$ cat config.mk
export PLATFORM = sky130hd
export DESIGN_NAME = pc_fetch_unit
export DESIGN_NICKNAME = d
export VERILOG_FILES = /design/src/rtl/mips_fetch_pkg.sv /design/src/rtl/pc_fetch_unit.sv
export SDC_FILE = /design/constraint.sdc
export NUM_CORES = 1
export LEC_CHECK = 0
export BUFFER_PORTS_ARGS = -buffer_cell sky130_fd_sc_hd__buf_4
export CAP_MARGIN = 10
export CORE_UTILIZATION = 50
export CTS_BUF_LIST = sky130_fd_sc_hd__clkbuf_16
export DETAILED_ROUTE_END_ITERATION = 10
export PLACE_DENSITY = 0.74
export SLEW_MARGIN = 20
export SYNTH_ARGS = -nofsm -noshare
export SYNTH_HDL_FRONTEND = slang
export SYNTH_SLANG_ARGS = --single-unit
export TNS_END_PERCENT = 30
$ cat constraint.sdc
create_clock -name clk -period 3.1 [get_ports clk]
set_input_delay 0.465 -clock clk [delete_from_list [all_inputs] [get_ports clk]]
set_output_delay 0.465 -clock clk [all_outputs]
set_load 0.005 [all_outputs]
$ cat src/rtl/mips_fetch_pkg.sv
// Shared fetch-stage constants: FSM state encoding, reset PC, NOP word and PC step.
package mips_fetch_pkg;

  localparam logic [1:0] ST_IDLE = 2'd0;
  localparam logic [1:0] ST_REQ  = 2'd1;
  localparam logic [1:0] ST_HOLD = 2'd2;

  localparam logic [31:0] RESET_PC_DEF  = 32'h0000_0000;
  localparam logic [31:0] NOP_INSTR_DEF = 32'h0000_0000;
  localparam logic [31:0] PC_INC        = 32'd4;

  function automatic logic [31:0] word_align(input logic [31:0] addr);
    return {addr[31:2], 2'b00};
  endfunction

endpackage

$ cat src/rtl/pc_fetch_unit.sv
// IF stage: owns the PC, single-outstanding Req/Ack fetch, one-entry skid buffer on stall, kill of in-flight data on redirect.
// `define FETCH_PERF_CNT_EN adds Fetch_Count / Bubble_Count outputs.
module pc_fetch_unit
  import mips_fetch_pkg::*;
#(
  parameter logic [31:0] RESET_PC  = RESET_PC_DEF,
  parameter logic [31:0] NOP_INSTR = NOP_INSTR_DEF
) (
  input  logic        clk,
  input  logic        rst_n,
  input  logic        Stall,
  input  logic        Redirect_Valid,
  input  logic [31:0] Redirect_PC,
  output logic        IMem_Req,
  output logic [31:0] IMem_Addr,
  input  logic        IMem_Ack,
  input  logic [31:0] IMem_Rdata,
  output logic [31:0] IF_PC,
  output logic [31:0] IF_NPC,
  output logic [31:0] IF_Instr,
  output logic        IF_Valid
`ifdef FETCH_PERF_CNT_EN
  ,
  output logic [31:0] Fetch_Count,
  output logic [31:0] Bubble_Count
`endif
);

  logic [1:0]  state_q, state_d;
  logic [31:0] pc_q, pc_d;
  logic        kill_q, kill_d;
  logic [31:0] pend_q, pend_d;
  logic [31:0] buf_pc_q, buf_pc_d;
  logic [31:0] buf_instr_q, buf_instr_d;
  logic [31:0] if_pc_q, if_pc_d;
  logic [31:0] if_instr_q, if_instr_d;
  logic        if_valid_q, if_valid_d;
  logic        deliver;
  logic        bubble;
  logic [31:0] redir_pc;

  assign redir_pc  = word_align(Redirect_PC);
  assign IMem_Req  = (state_q == ST_REQ);
  assign IMem_Addr = pc_q;
  assign IF_PC     = if_pc_q;
  assign IF_NPC    = if_pc_q + PC_INC;
  assign IF_Instr  = if_valid_q ? if_instr_q : NOP_INSTR;
  assign IF_Valid  = if_valid_q;

  always_comb begin
    state_d     = state_q;
    pc_d        = pc_q;
    kill_d      = kill_q;
    pend_d      = pend_q;
    buf_pc_d    = buf_pc_q;
    buf_instr_d = buf_instr_q;
    if_pc_d     = if_pc_q;
    if_instr_d  = if_instr_q;
    if_valid_d  = if_valid_q;
    deliver     = 1'b0;
    bubble      = 1'b0;

    case (state_q)
      ST_IDLE: begin
        state_d = ST_REQ;
        if (Redirect_Valid) pc_d = redir_pc;
        else if (!Stall)    bubble = 1'b1;
      end
      ST_REQ: begin
        if (IMem_Ack) begin
          if (Redirect_Valid) begin
            pc_d   = redir_pc;
            kill_d = 1'b0;
          end else if (kill_q) begin
            // Data belongs to the path a redirect already cancelled.
            pc_d   = pend_q;
            kill_d = 1'b0;
            bubble = !Stall;
          end else begin
            pc_d = pc_q + PC_INC;
            if (Stall) begin
              buf_pc_d    = pc_q;
              buf_instr_d = IMem_Rdata;
              state_d     = ST_HOLD;
            end else begin
              deliver    = 1'b1;
              if_pc_d    = pc_q;
              if_instr_d = IMem_Rdata;
            end
          end
        end else if (Redirect_Valid) begin
          // Address must stay stable until Ack, so park the target.
          kill_d = 1'b1;
          pend_d = redir_pc;
        end else if (!Stall) begin
          bubble = 1'b1;
        end
      end
      ST_HOLD: begin
        if (Redirect_Valid) begin
          pc_d    = redir_pc;
          state_d = ST_REQ;
        end else if (!Stall) begin
          deliver    = 1'b1;
          if_pc_d    = buf_pc_q;
          if_instr_d = buf_instr_q;
          state_d    = ST_REQ;
        end
      end
      default: state_d = ST_IDLE;
    endcase

    if (Redirect_Valid) begin
      if_valid_d = 1'b0;
      if_instr_d = NOP_INSTR;
    end else if (deliver) begin
      if_valid_d = 1'b1;
    end else if (bubble) begin
      if_valid_d = 1'b0;
    end
  end

  always_ff @(posedge clk or negedge rst_n) begin
    if (!rst_n) begin
      state_q     <= ST_IDLE;
      pc_q        <= RESET_PC;
      kill_q      <= 1'b0;
      pend_q      <= 32'd0;
      buf_pc_q    <= 32'd0;
      buf_instr_q <= NOP_INSTR;
      if_pc_q     <= 32'd0;
      if_instr_q  <= NOP_INSTR;
      if_valid_q  <= 1'b0;
    end else begin
      state_q     <= state_d;
      pc_q        <= pc_d;
      kill_q      <= kill_d;
      pend_q      <= pend_d;
      buf_pc_q    <= buf_pc_d;
      buf_instr_q <= buf_instr_d;
      if_pc_q     <= if_pc_d;
      if_instr_q  <= if_instr_d;
      if_valid_q  <= if_valid_d;
    end
  end

`ifdef FETCH_PERF_CNT_EN
  logic [31:0] fetch_cnt_q;
  logic [31:0] bubble_cnt_q;

  always_ff @(posedge clk or negedge rst_n) begin
    if (!rst_n) begin
      fetch_cnt_q  <= 32'd0;
      bubble_cnt_q <= 32'd0;
    end else begin
      if (deliver && !Redirect_Valid)      fetch_cnt_q  <= fetch_cnt_q + 32'd1;
      if (!Stall && (Redirect_Valid || bubble)) bubble_cnt_q <= bubble_cnt_q + 32'd1;
    end
  end

  assign Fetch_Count  = fetch_cnt_q;
  assign Bubble_Count = bubble_cnt_q;
`endif

endmodule
# Word level (Yosys, flattened, before mapping)
# Index checks and enable logic that the tools add are counted.
# op_classes
div_mod_pow	0
shift	0
n_reduce_logical	15
addsub	2
bitwise_logic	3
eq_ne	14
mul	0
muxes	41
magnitude_cmp	0
# ops
op	n
$mux W32	16
$pmux W32 S2	3
$add A32 B3 Y32 const B	2
$reduce_and A5 Y1	3
$mux W1	13
$mux W2	6
$ne A2 B2 Y1 const B	6
$ne A3 B3 Y1 const B	3
$reduce_and A7 Y1	1
$pmux W2 S3	1
$reduce_and A3 Y1	2
$reduce_bool A2 Y1	3
$reduce_bool A3 Y1	2
$ne A2 B1 Y1 const B	2
$pmux W1 S2	2
$ne A3 B2 Y1 const B	1
$not A1 Y1	3
$eq A2 B1 Y1 const B	1
$eq A2 B2 Y1 const B	1
$logic_not A2 Y1	1
$reduce_and A2 Y1	1
$reduce_or A2 Y1	1
$logic_not A1 Y1	1
# word_totals
memories	0
latch_bits	0
word_cells	84
input_bits	69
ramBits	0
register_bits	194
rom_bits	0

# Depth between registers and ports, before layout
# Gate-level depths: netlist (run 1).
# logic_depth
word_depth	8
depth_mapped	10

# Worst setup path before layout (run 1)
# Ideal clock, no wire load.
# synth_timing
path_kind	register to register
from	reg pc_q[2] (netlist: IMem_Addr[2])
to	reg pc_q[28] (netlist: IMem_Addr[28])
path_stages_with_launch	7
path_slack_ps	976
required_time_ps	3031
setup_time_ps	69
t_arrival_ps	2055
path_cell_list	dfrtp_1 > ha_1 > nand4_4 > or3_4 > or2_4 > or4b_1 > nand3_1
# synth_between
elab_chain_cells	5
# synth_lines
item	line	text
from (decl)	pc_fetch_unit.sv:30	logic [31:0] pc_q, pc_d;
from (signal assigned)	pc_fetch_unit.sv:136	pc_q <= pc_d;
$add A32 B3 Y32	pc_fetch_unit.sv:80	pc_d = pc_q + PC_INC;
$mux W32	pc_fetch_unit.sv:74	end else if (kill_q) begin
$mux W32	pc_fetch_unit.sv:71	if (Redirect_Valid) begin
$mux W32	pc_fetch_unit.sv:70	if (IMem_Ack) begin
$pmux W32 S2	pc_fetch_unit.sv:63	case (state_q)
# No other way between the ends. The select of a mux whose other input is x is not followed.
# A chain may end at the register's enable or synchronous reset.

# Worst setup path in the final report (run 1)
# layout_timing
from	reg if_pc_q[4] (netlist: IF_PC[4])
to	out IF_NPC[31]
# layout_between
elab_chain_cells	1
# layout_lines
item	line	text
from (decl)	pc_fetch_unit.sv:35	logic [31:0] if_pc_q, if_pc_d;
from (signal assigned)	pc_fetch_unit.sv:141	if_pc_q <= if_pc_d;
$add A32 B3 Y32	pc_fetch_unit.sv:46	assign IF_NPC = if_pc_q + PC_INC;
to (decl)	pc_fetch_unit.sv:19	output logic [31:0] IF_NPC,
# No other way between the ends.

==> flow_summary.ini, run 1 <==
[outcome]
outcome = finished, final reports clean

[detailed_routing]
drt-total-wl_um = 23400
drt_iter0_markers = 464
drt-vias-per-instance = 5.55
wl_per_cell_um = 17.2
post-route-drc-count = 0
num_vias = 7538
ant_nets = 0
drt-pass1-iter-count = 6

[setup_path]
critPathMaxFanout = 7
path_class = flip-flop to output port
endpoint_kind = output port
critical_path.startpoint_type = flip-flop
cp_data_arrival_time_ps = 2250
worstPathRequired_ps = 2630

[power_and_ir_drop]
peakVddDrop_mv = 0.420
combPwrFrac = 0.392
power.leakage_nw = 5.22
p_per_area_nw_per_um2 = 966
pwr-share-seq = 0.409
share_clk_of_total_power = 0.199
switching_share = 0.366
net-switching-power_mw = 4.24
internal-power_mw = 7.34

[timing]
unrepaired_setup_endpoints_after_global_routing = no
clock-skew-final_ps = 9.19
share_of_the_clock_period_used_by_the_worst_path = 0.875
finalMaxSlewViolations = 0
post-route-min-period_ps = 2710
setup_viol_count_final = 0
fin_ws_ps = 387
relSlewSlack = 0.585
final_count_of_hold_timing_violations = 0
max_clock_freq_ghz = 0.369
final.setup.tns_ps = 0
timing_worst_slew_pin_value_ps = 623

[synthesis]
yosys_warns = 0
yosys.area.top_type = dfrtp_1
syn-cell-area_um2 = 9690
synth.top_cell.area_share = 0.485
synth_async_sr_flop_share = 1.00
edff_count_synth = 0
synthTopCellsByArea = dfrtp_1 (49%), mux2_2 (11%), mux2i_1 (7.4%), nor2_1 (3.5%), a21oi_1 (3.3%)
proportion_of_synthesized_chip_area_in_sequential_cells = 0.485
avgSynthCellArea_um2 = 10.5
synth_ff_type = dfrtp_1
post_synth_num_cell_types = 55
syn-instance-count = 926
ys_seq_elements = 188

[cts]
cts.root.buffer_cell = clkbuf_16
cts-htree-levels = 4
cts.sinks = 188
tritoncts_clock_tree = yes
post_cts_hold_buffer_count = 0
cts_inserted_buffers = 17
clkLatencyLatePin_ps = 430
clock_path_buffers = 2
ctsResizeCount = 0
cts_setup_buffers = 0
clk_transition_reported_paths_ps = 70

[finish]
most-common-layout-cells = buf_4 (210), dfrtp_1 (188), mux2_2 (92), nor2_1 (90), mux2i_1 (72)
layout-drive-gt1-share = 0.316
post_route_design_area_um2 = 12000
syn2layout_area_growth_pct = 23.7
layout.cells.most_common = buf_4
insertedDiodeCount = 0
num-nets-final = 1159
final_cell_count_no_fill = 1357
multiInputGateArea_um2 = 4690
area.sequential_um2 = 4700
finish.utilization = 0.637
nFillCells = 1570

[floorplanning]
die_width_um = 141
die_area_um2 = 19900
floorplan.io_pins = 199
core_region_area_um2 = 18800
chip_height_um = 141
num_rows = 50
start_util = 0.515

[global_routing]
number_of_global_route_vias_before_repair = 7168
grt_overflow = 0
grt_max_degree = 74
global_route.usage.total = 0.245
global_route_wire_length_before_repair_um = 38000
grt_antenna_before_repair = 0

[place]
place.detailed.instances = 1326
dp_hpwl_um = 16000
io_buffers = 190
routabilityCongestion = 0.825
placedInstanceArea_um2 = 11400
place_ws_ps = 723

[hold_path]
hold_path_class = input pin to async pin

[run]
drv.max_cap_violation_count = 0
## path summary, 6_finish.rpt
| check | startpoint | endpoint | slack (ps) | cells past startpoint |
|---|---|---|---|---|
| worst max-delay path | IF_PC[4] | IF_NPC[31] | 390 | 6 |
| worst min-delay path | rst_n | pend_q[6] | 50 | 1 |
| worst max register to register | state_q[0] | IMem_Addr[13] | 670 | 8 |
| worst min register to register | buf_instr_q[27] | buf_instr_q[27] | 500 | 1 |
| max in group asynchronous | rst_n | state_q[0] | 2260 | 2 |
| min in group clk | IMem_Ack | kill_q | 250 | 2 |
## area by class of cell
cell class                      instances  area share
Tap cell                              260      0.0271
Clock buffer                           17      0.0355
Sequential cell                       188       0.392
Multi-Input combinational cell        656       0.391
Timing Repair Buffer                  212       0.134
Inverter                               10     0.00313
Clock inverter                         14      0.0162
## sequential cells by signal (all words and copies together) (netlist names)
| register | count |
|---|---|
| buf_instr_q | 32 |
| if_instr_q | 32 |
| IF_PC | 30 |
| IMem_Addr | 30 |
| buf_pc_q | 30 |
| pend_q | 30 |
| state_q | 2 |
| IF_Valid | 1 |
| kill_q | 1 |
## cells in the mapped netlist, types with 7 or more instances
library cell  count
dfrtp_1         188
nor3_1           10
nor2_1           91
a211oi_1         36
o21ai_0          22
xor2_1           19
xnor2_1          24
buf_2            11
buf_4             7
o31ai_1           7
clkbuf_1         50
buf_1             8
inv_1             9
and2_1           35
nand2_1          40
mux2i_1          72
a21oi_1          63
and3_1           19
nand4_1          10
mux2_2           92
nand3_1          33
## routing by layer
layer,share of wire,up-vias,routed length (um),GRT usage
met1,0.47,3655,11100,0.354
met3,0.054,32,1270,0.0411
li1,-,3609,-,-
met2,0.45,242,10600,0.374
met5,0,-,0,0
met4,0.021,0,487,0.0818
## cells by family (layout without fill, tap and decap cells)
group	Yosys count	after routing	synth area share
fa+ha+maj	5	5	0.00645
buf+inv	87	253	0.0379
mux	164	164	0.181
compound gates	167	167	0.109
simple gates	271	271	0.141
xor+xnor	43	43	0.0389
flops	188	188	0.485
other cells	1	6	0.000387
## critical path: stages, from the launching register on
cell and delay (ps):
dfrtp_1 470, and4_1 260, and4_1 320, nand4_1 250
nor3_1 240, xor2_1 160, buf_4 120
## power groups by stage
stage / Sequential (mW) / Combinational [mW] / Clock, mW
after floorplan: 4.33 / 2.93 / 0
after global placement: 4.69 / 4.42 / 0
after detailed placement: 4.76 / 4.54 / 0
after CTS: 4.72 / 4.57 / 2.36
after global routing: 4.91 / 4.99 / 2.45
final: 4.74 / 4.54 / 2.31
## through the flow
stage | hold WS [ps] | power (mW)
floorplan | 169 | 7.26
global placement | 481 | 9.11
detailed placement | 490 | 9.30
CTS | 70.0 | 11.6
global route | 97.2 | 12.4
finish | 49.8 | 11.6
Power figures use the tool's default switching activity.
==> run 2, diff against run 1 <==
--- a/config.mk
+++ b/config.mk
@@ -12,2 +12,3 @@
 export DETAILED_ROUTE_END_ITERATION = 10
+export HOLD_SLACK_MARGIN = 0.06
 export PLACE_DENSITY = 0.74
==> constraint.sdc (replaced) <==
create_clock -name clk -period 3.1 [get_ports clk]
set_input_delay 0.155 -clock clk [delete_from_list [all_inputs] [get_ports clk]]
set_output_delay 0.155 -clock clk [all_outputs]
set_load 0.005 [all_outputs]
==> run 2 against run 1 <==
Global-route usage up 1.2 points. First-iteration DRC count up 15%. Maximum frequency up 13%. Clock power down 3%. Combinational power up 2%. Cell area up 5.1%. Sequential share of layout area down 1.9 points. Cell count up 4.4%. Clock skew up 0.75 ps. Die area unchanged. Critical path type is now flip-flop to flip-flop. Largest cell class unchanged. Highest routed layer unchanged.
==> flow_summary.ini, run 2 (synthesized netlist as in run 1, its figures left out) <==
[outcome]
outcome = finished, final reports clean

[timing]
fin_ws_ps = 698
final_count_of_hold_timing_violations = 0
post-route-min-period_ps = 2400
clock-skew-final_ps = 9.94
max_clock_freq_ghz = 0.416
relSlewSlack = 0.235
unrepaired_setup_endpoints_after_global_routing = no
timing_worst_slew_pin_value_ps = 1150
share_of_the_clock_period_used_by_the_worst_path = 0.775
setup_viol_count_final = 0
finalMaxSlewViolations = 0
final.setup.tns_ps = 0

[setup_path]
worstPathRequired_ps = 3430
cp_slowest_cell = buf_4
worst_r2r_startpoint = state_q[1]
path_class = flip-flop to flip-flop
critPathBufInv = 2
startpoint = state_q[1]
cp_data_arrival_time_ps = 2730
path_delay_family = buffers and inverters
critical_path.startpoint_type = flip-flop
endpoint_kind = flip-flop
cp_cell_sequence = inv_1 -> ha_1 -> nand3b_1 -> a21oi_4 -> buf_4 -> nor2_1 -> a211oi_1
critical_path.max_stage_delay_ps = 540
critPathMaxFanout = 64

[global_routing]
global_route_wire_length_before_repair_um = 39900
grt_max_degree = 72
number_of_global_route_vias_before_repair = 7595
grt_overflow = 0
global_route.usage.total = 0.257
grt_antenna_before_repair = 0

[detailed_routing]
ant_nets = 0
post-route-drc-count = 0
drt-vias-per-instance = 5.51
drt-total-wl_um = 24600
drt_iter0_markers = 532
drt-pass1-iter-count = 5
num_vias = 7814
wl_per_cell_um = 17.3

[cts]
clkLatencyLatePin_ps = 430
clk_transition_reported_paths_ps = 70
cts.root.buffer_cell = clkbuf_16
tritoncts_clock_tree = yes
post_cts_hold_buffer_count = 65
cts_setup_buffers = 0
cts-htree-levels = 4
clock_path_buffers = 2
cts.sinks = 188
cts_inserted_buffers = 17
ctsResizeCount = 0

[finish]
area.sequential_um2 = 4700
finish.utilization = 0.669
post_route_design_area_um2 = 12600
most-common-layout-cells = buf_4 (203), dfrtp_1 (188), mux2_2 (92), nor2_1 (90), mux2i_1 (72)
insertedDiodeCount = 0
num-nets-final = 1219
multiInputGateArea_um2 = 4690
nFillCells = 1478
layout-drive-gt1-share = 0.296
biggestRegsByFlops = buf_instr_q: 32 flops, if_instr_q: 32 flops
syn2layout_area_growth_pct = 30.0
layout.cells.most_common = buf_4

[floorplanning]
floorplan.io_pins = 199
die_width_um = 141
die_area_um2 = 19900
core_region_area_um2 = 18800
num_rows = 50
chip_height_um = 141
start_util = 0.515

[hold_path]
holdCritStartpoint = Redirect_Valid
hold_path_class = input pin to flip-flop

[power_and_ir_drop]
design_power_total_mw = 11.6
power.leakage_nw = 5.45
peakVddDrop_mv = 0.471
p_per_area_nw_per_um2 = 923

[place]
place_ws_ps = 753
dp_hpwl_um = 16000
io_buffers = 190
placedInstanceArea_um2 = 11400
routabilityCongestion = 0.831

[run]
drv.max_cap_violation_count = 0
## run 2: cell types whose count changed in the layout (fill, tap and decap cells not counted)
cell	change
buf_12	+2
buf_4	-7
bufinv_16	-1
clkinv_1	+1
clkinv_2	-1
clkinv_4	-1
clkinvlp_4	+4
dlygate4sd3_1	+65
inv_1	-1
inv_6	-1
## run 2: final cells by class
cell class | instances | area share
Clock inverter | 14 | 0.0136
Clock buffer | 17 | 0.0337
Multi-Input combinational cell | 656 | 0.372
Inverter | 10 | 0.00298
Tap cell | 260 | 0.0258
Timing Repair Buffer | 272 | 0.178
Sequential cell | 188 | 0.373
## run 2: report_power, final
group	internal [mW]	switching (mW)	total, mW	leakage [nW]
clock network	1.27	0.961	2.23	0.275
logic	2.50	2.13	4.63	2.86
registers	3.56	1.22	4.78	2.31
total	7.33	4.31	11.6	5.45
## run 2: worst paths after layout
path                             endpoint  slack (ps)  cells past startpoint
max                        if_instr_q[17]         700                      7
min                              IF_Valid         200                      2
max reg2reg                if_instr_q[17]         700                      7
min reg2reg                    pend_q[18]         500                      1
max in group asynchronous  if_instr_q[17]        2000                      3
min in group asynchronous       pend_q[3]         270                      2
## run 2: through the flow
step / hold slack, ps / std cells
after CTS: 193 / 1417
after global routing: 242 / 1417
after detailed placement: 161 / 1321
after floorplan: -141 / 931
after global placement: 155 / 1321
final: 197 / 1417
## run 2: routing by layer
| metal | GRT usage | wire (um) | vias up |
|---|---|---|---|
| met1 | 0.369 | 11400 | 3798 |
| met4 | 0.0864 | 426 | 0 |
| met2 | 0.394 | 11400 | 261 |
| met5 | 0 | 0 | - |
| li1 | - | - | 3727 |
| met3 | 0.0435 | 1300 | 28 |
